<file path="src/rtl/word_serializer.sv">
// Word-to-symbol serializer: takes one DW-bit word per reader handshake and streams it as
// DW/BW symbols on a valid/ready port. Define WORD_SERIALIZER_MSB_FIRST_EN for MSB-first order.
module word_serializer #(
  parameter int unsigned DW = 64,
  parameter int unsigned BW = 8,
  parameter int unsigned CW = 16
) (
  input  logic          clock,
  input  logic          reset,
  input  logic          start,
  input  logic [DW-1:0] word,
  input  logic          word_valid,
  output logic          word_writed,
  output logic [BW-1:0] sym_data,
  output logic          sym_valid,
  input  logic          sym_ready,
  output logic          busy,
  output logic [CW-1:0] word_count
);

  localparam int unsigned NSYM = DW / BW;
  localparam int unsigned SCW  = $clog2(NSYM) + 1;

  localparam logic [1:0] StIdle  = 2'd0;
  localparam logic [1:0] StLoad  = 2'd1;
  localparam logic [1:0] StShift = 2'd2;

  logic [1:0]    state_q, state_d;
  logic [DW-1:0] shreg_q, shreg_d;
  logic [SCW-1:0] cnt_q, cnt_d;
  logic          sym_valid_q, sym_valid_d;
  logic [BW-1:0] sym_data_q, sym_data_d;
  logic          word_writed_q, word_writed_d;
  logic [CW-1:0] word_count_q, word_count_d;
  logic          busy_q, busy_d;

  // Symbol order is the only difference between the two builds.
  logic [DW-1:0] shreg_next;
  logic [BW-1:0] word_head;
  logic [BW-1:0] next_head;

`ifdef WORD_SERIALIZER_MSB_FIRST_EN
  assign shreg_next = shreg_q << BW;
  assign word_head  = word[DW-1 -: BW];
  assign next_head  = shreg_next[DW-1 -: BW];
`else
  assign shreg_next = shreg_q >> BW;
  assign word_head  = word[BW-1:0];
  assign next_head  = shreg_next[BW-1:0];
`endif

  logic sym_fire;
  assign sym_fire = sym_valid_q && sym_ready;

  always_comb begin
    state_d       = state_q;
    shreg_d       = shreg_q;
    cnt_d         = cnt_q;
    sym_valid_d   = sym_valid_q;
    sym_data_d    = sym_data_q;
    word_writed_d = 1'b0;
    word_count_d  = word_count_q;

    unique case (state_q)
      StIdle: begin
        sym_valid_d = 1'b0;
        if (start) begin
          state_d      = StLoad;
          word_count_d = '0;
        end
      end

      StLoad: begin
        if (!start) begin
          state_d = StIdle;
        end else if (word_valid) begin
          shreg_d       = word;
          cnt_d         = SCW'(NSYM);
          word_writed_d = 1'b1;
          sym_valid_d   = 1'b1;
          sym_data_d    = word_head;
          state_d       = StShift;
        end
      end

      StShift: begin
        if (sym_fire) begin
          shreg_d    = shreg_next;
          cnt_d      = cnt_q - SCW'(1);
          sym_data_d = next_head;
          if (cnt_q == SCW'(1)) begin
            // Last symbol accepted: the word is complete even if start drops now.
            sym_valid_d  = 1'b0;
            word_count_d = word_count_q + CW'(1);
            state_d      = start ? StLoad : StIdle;
          end else if (!start) begin
            sym_valid_d = 1'b0;
            state_d     = StIdle;
          end
        end else if (!start) begin
          sym_valid_d = 1'b0;
          state_d     = StIdle;
        end
      end

      default: begin
        sym_valid_d = 1'b0;
        state_d     = StIdle;
      end
    endcase

    busy_d = (state_d == StLoad) || (state_d == StShift);
  end

  always_ff @(posedge clock) begin
    if (!reset) begin
      state_q       <= StIdle;
      shreg_q       <= '0;
      cnt_q         <= '0;
      sym_valid_q   <= 1'b0;
      sym_data_q    <= '0;
      word_writed_q <= 1'b0;
      word_count_q  <= '0;
      busy_q        <= 1'b0;
    end else begin
      state_q       <= state_d;
      shreg_q       <= shreg_d;
      cnt_q         <= cnt_d;
      sym_valid_q   <= sym_valid_d;
      sym_data_q    <= sym_data_d;
      word_writed_q <= word_writed_d;
      word_count_q  <= word_count_d;
      busy_q        <= busy_d;
    end
  end

  assign word_writed = word_writed_q;
  assign sym_data    = sym_data_q;
  assign sym_valid   = sym_valid_q;
  assign busy        = busy_q;
  assign word_count  = word_count_q;

endmodule
</file>
<file path="config.mk">
export PLATFORM = sky130hd
export DESIGN_NAME = word_serializer
export DESIGN_NICKNAME = d
export VERILOG_FILES = /design/src/rtl/word_serializer.sv
export SDC_FILE = /design/constraint.sdc
export NUM_CORES = 1
export LEC_CHECK = 0
export CAP_MARGIN = 10
export CELL_PAD_IN_SITES_DETAIL_PLACEMENT = 1
export CELL_PAD_IN_SITES_GLOBAL_PLACEMENT = 1
export CORE_MARGIN = 2
export CORE_UTILIZATION = 41
export DETAILED_ROUTE_END_ITERATION = 8
export PLACE_DENSITY = 0.85
export SETUP_SLACK_MARGIN = 0.15
export SLEW_MARGIN = 40
export SYNTH_ARGS = -nofsm -noshare
export SYNTH_HDL_FRONTEND = slang
export SYNTH_SLANG_ARGS = --single-unit
</file>
<file path="constraint.sdc">
create_clock -name clock -period 4.05 [get_ports clock]
set_input_delay 1.0125 -clock clock [delete_from_list [all_inputs] [get_ports clock]]
set_output_delay 1.0125 -clock clock [all_outputs]
set_load 0.05 [all_outputs]
</file>
# Word level (Yosys, flattened, before mapping)
# Index checks and enable logic that the tools add are counted.
classes:
  eq_ne: 10
  addsub: 2
  reduce_logical: 9
  muxes: 31
op_table:
  columns: ["op", "count"]
  rows:
  - ["64-bit two-way mux", 3]
  - ["64-bit one-hot mux with 2 select lines", 1]
  - ["16-bit two-way mux", 3]
  - ["16-bit one-hot mux with 2 select lines", 1]
  - ["8-bit two-way mux", 3]
  - ["16-bit by 1-bit adder with 16-bit output, second input constant", 1]
  - ["8-bit one-hot mux with 2 select lines", 1]
  - ["2-bit two-way mux", 6]
  - ["4-bit two-way mux", 3]
  - ["2-bit inequality test, second input constant", 5]
  - ["4-bit one-hot mux with 2 select lines", 1]
  - ["4-bit AND reduction", 2]
  - ["1-bit two-way mux", 7]
  - ["2-bit one-hot mux with 3 select lines", 1]
  - ["2-bit by 1-bit equality test with 1-bit output, second input constant", 2]
  - ["2-bit equality test, second input constant", 2]
  - ["4-bit by 1-bit equality test with 1-bit output, second input constant", 1]
  - ["2-bit nonzero test", 2]
  - ["4-bit by 1-bit subtractor with 4-bit output, second input constant", 1]
  - ["3-bit AND reduction", 1]
  - ["2-bit zero test", 1]
  - ["1-bit one-hot mux with 2 select lines", 1]
  - ["2-bit AND reduction", 1]
  - ["1-bit logical AND", 1]
  - ["1-bit logical OR", 1]
word_totals:
  wordCells: 60
  out_inout_bits: 27
  reg_bits: 97
  in_bits: 69

# Longest topological paths before layout
logic_depth:
  depth_word: 6
  depth_mapped: 8
  depth_no_buf: 6

# Least setup slack after synthesis
# Ideal clock, no wire load.
synth_path:
  path_type: "input to register"
  from: "input port sym_ready"
  to: "register busy_q (netlist: busy)"
  required_time_ns: 3.929
  setup_slack_ns: 1.849
  t_arrival_ns: 2.080
  setup_time_ns: 0.121
  path_stages: 4
  path_buffers: 0
  cell_sequence: "and4bb_4 a21bo_1 a311o_1 mux2_4"
synth_via:
  elab_chain_len: 5
synth_lines:
  columns: ["item", "line_no", "text"]
  rows:
  - ["start: declaration", "16", "input logic sym_ready,"]
  - ["1-bit logical AND *", "53", "assign sym_fire = sym_valid_q && sym_ready;"]
  - ["2-bit two-way mux *", "87", "if (sym_fire) begin"]
  - ["2-bit one-hot mux with 3 select lines *", "64", "unique case (state_q)"]
  - ["2-bit by 1-bit equality test with 1-bit output / 2-bit equality test (equally long branches)", "112", "busy_d = (state_d == StLoad) || (state_d == StShift);"]
  - ["1-bit logical OR *", "112", null]
  - ["end signal: assignment", "133", "busy_q <= busy_d;"]
  - ["end: declaration", "35", "logic busy_q, busy_d;"]
# Mark *: on every way between the ends. The rest lies on a longest branch, timed or not.
# A chain may end at the register's enable or synchronous reset.

# Worst setup path after layout
layout_path:
  from: "input port start"
  to: "register shreg_q[0]"
layout_via:
  elab_chain_len: 2
layout_lines:
  columns: ["item", "line_no", "text"]
  rows:
  - ["start: declaration", "10", "input logic start,"]
  - ["2-bit inequality test (no source line)", null, null]
  - ["4-bit AND reduction (no source line)", null, null]
  - ["end signal: assignment", "127", "shreg_q <= shreg_d;"]
  - ["end: declaration", "29", "logic [DW-1:0] shreg_q, shreg_d;"]
# Every way passes these cells.

==> impl_metrics.yaml <==
timing:
  finalSetupTns_ps: 0
  period_share: 0.710
  slew_headroom: 0.552
  rsz0062_at_grt: "false"
  max_freq_ghz: 0.348
  hold_violations: 0
  clock_skew_ps: 14.2
  setup_viol: 0
  slew_viol_final: 0
  worst_pin_slew_ps: 670
  fin_crit_ps: 2880
worst_hold_path:
  hold_depth: 2
  hold_end: "word_count[15]$_SDFFE_PN0P_"
  min_path_type: "register to register"
  hp-start: "word_count[15]$_SDFFE_PN0P_"
setup_path:
  reg2reg_to: "shreg_q[0]$_SDFFE_PN0P_"
  cp_max_fo: 60
  crit_path_end_kind: "register"
  setup.worst_path.start_class: "primary input"
  cp.depth: 6
  criticalPathCategory: "primary input to register"
  crit_required_ps: 4310
  crit_arrival_ps: 3140
  path_cells: "clkdlybuf4s50_1, a21bo_2, and3_4, buf_12, nor2_1, a211oi_1"
  critPathMaxStageDelay_ps: 630
  crit_buf_inv: 2
  r2r_slack_ps: 1530
  critPathTopFamily: "buffers and inverters"
  worstReg2RegStart: "state_q[0]$_SDFF_PN0_"
  r2r_cells: 7
  crit_slowest_cell: "clkdlybuf4s50_1"
die:
  rows: 36
  initial_core_util: 0.426
  io_pins: 96
  coreArea_mm2: 0.00986
  die_w_um: 105
  floorplan.die.height_um: 105
  die_area_mm2: 0.0111
layout:
  nNetsFinal: 587
  area.growth.synth_to_final_pct: 26.8
  drive_gt1_frac: 0.0523
  antenna_cells: 0
  fin_util: 0.540
synthesis:
  synthArstFlopShare: 0
  synth-edff-count: 0
  yosysSeqAreaShare: 0.424
  synth-seq-cells: 89
  syn_nets: 520
  synth_flop_cell: "dfxtp_1"
  synth.distinct_cells: 43
  syn_inst: 444
  syn_area_per_cell_um2: 9.47
  syn-cell-area_mm2: 0.00420
  yosysWarningCount: 0
clock_network:
  hold_buffers: 0
  cts_setup_buffers: 0
  clk_latency_ps: 360
  cts.path.max_buffers: 2
  clock_sinks: 89
  cts_made_buffers: 9
  path_clk_slew_ps: 90
  cts_root_buffer: "clkbuf_8"
  cts_tree: "yes"
  ctsResizeCount: 0
  htree_levels: 3
global_routing:
  grt_usage: 0.199
  antenna_found_initial: 0
  first_global_vias: 3620
  grt_pass1_wl_um: 17900
  gr-max-usage-layer: "met2"
  grt-ovfl-total: 0
  use_met1: 0.251
  grt_max_degree: 61
  gr-usage-met3: 0.0353
  met2_usage: 0.340
run:
  drv_cap: 0
place:
  io_buffers: 95
  gp_congestion: 0.794
  hpwl_um: 7650
detailed_routing:
  firstDrtPassIters: 4
  ant_nets: 0
  drc: 0
  first_iter_violations: 151
  wl_um: 11000
  viasPerCell: 5.54
  wl_per_cell_um: 16.9
  vias: 3593
pwr:
  p_leak_nw: 1.71
  vdd_ir_drop_max_v: 0.000156
  p_per_area_mw_per_mm2: 386
status:
  status: "complete, no violations"
==> per-layer routing <==
| layer | up-vias | share of wire |
|---|---|---|
| met2 | 75 | 0.50 |
| met5 | - | 0 |
| li1 | 1782 | - |
| met3 | 13 | 0.036 |
| met1 | 1723 | 0.45 |
| met4 | 0 | 0.014 |
==> worst max path at each step <==
stage,end,slack [ps],startpoint
global route,shreg_q[4]$_SDFFE_PN0P_,1050,start
CTS,shreg_q[0]$_SDFFE_PN0P_,1180,start
floorplan,busy$_SDFF_PN0_,1850,sym_ready
detailed placement,shreg_q[0]$_SDFFE_PN0P_,810,start
finish,shreg_q[0]$_SDFFE_PN0P_,1170,start
global placement,shreg_q[11]$_SDFFE_PN0P_,970,start
==> power breakdown <==
part | total (mW) | internal (mW) | switching (mW)
sequential | 1.01 | 0.959 | 0.0465
combinational | 0.413 | 0.185 | 0.228
clock | 0.638 | 0.295 | 0.344
total | 2.06 | 1.44 | 0.618
==> logic make-up after synthesis <==
kind of cell / Yosys count / synth area share
AND/OR/NAND/NOR: 131 / 0.154
AO/OA/AOI/OAI: 104 / 0.181
flip-flops: 89 / 0.424
multiplexers: 63 / 0.151
buffers and inverters: 49 / 0.0667
adder cells (fa/ha/maj): 7 / 0.0208
XOR/XNOR: 1 / 0.00208
==> metrics by stage <==
stage | cells | power [mW] | hold WS, ps | worst slack (ps) | instance area, um2
after floorplan | 444 | 1.31 | 445 | 1850 | 4200
after global placement | 633 | 1.41 | 455 | 968 | 5120
after detailed placement | 633 | 1.44 | 482 | 811 | 5130
after CTS | 649 | 2.07 | 493 | 1180 | 5330
after global routing | 649 | 2.16 | 516 | 1050 | 5330
final | 649 | 2.06 | 484 | 1170 | 5330
==> flip-flops by register name, summed over array words and instances, names as in the netlist <==
name	flops
sym_valid	1
word_writed	1
state_q	2
word_count	16
shreg_q	64
cnt_q	4
busy	1
==> synth_stat cells, types with 4 or more instances <==
master    number  area share
dfxtp_1       89        0.42
buf_6          6       0.016
ha_1           7       0.021
a211oi_1      57        0.10
nand3_1        9       0.011
inv_1          7      0.0063
a22oi_1        9       0.016
or4_1          6       0.011
nor2_1        67       0.060
clkbuf_1      10      0.0089
buf_4          8       0.014
buf_2         17       0.020
a21oi_1       15       0.018
o41ai_1        4      0.0083
o31ai_1        5      0.0089
or3_1          8       0.012
nand4_1        7       0.010
nand2_1       12       0.011
o311ai_0       4      0.0083
mux2i_1       61        0.15
==> layout by cell type, fill, tap and decap left out, types with 3 or more instances in the layout <==
cell and instances:
o41ai_1 4, clkdlybuf4s50_1 95, o311ai_0 4, a22oi_1 9, o21ai_0 3, nand2_1 12, dfxtp_1 89, nand4_1 7
a21oi_1 15, mux2i_1 61, inv_1 6, o31ai_1 5, nor2_1 67, a211oi_1 57, inv_6 3, ha_1 6
clkbuf_8 9, nand3_1 9, and3b_1 3, or3_1 8, nor3_1 3, or4_1 6, and4_1 3
==> tightest hold or removal path: cells and delay by family, from the launching register on <==
family	cells	cell delay [ps]
mux	1	60
flops	1	330
simple gates	1	50
==> area by class of cell <==
class / instances / area, um2
fillers: 1125 / 4540
clock inverters: 6 / 73.8
flip-flops and latches: 89 / 1780
repair buffers: 98 / 986
well taps: 133 / 166
inverters: 7 / 26.3
multi-input cells: 306 / 2170
clock buffers: 10 / 128
No activity file was read; power rests on OpenSTA's default activity.
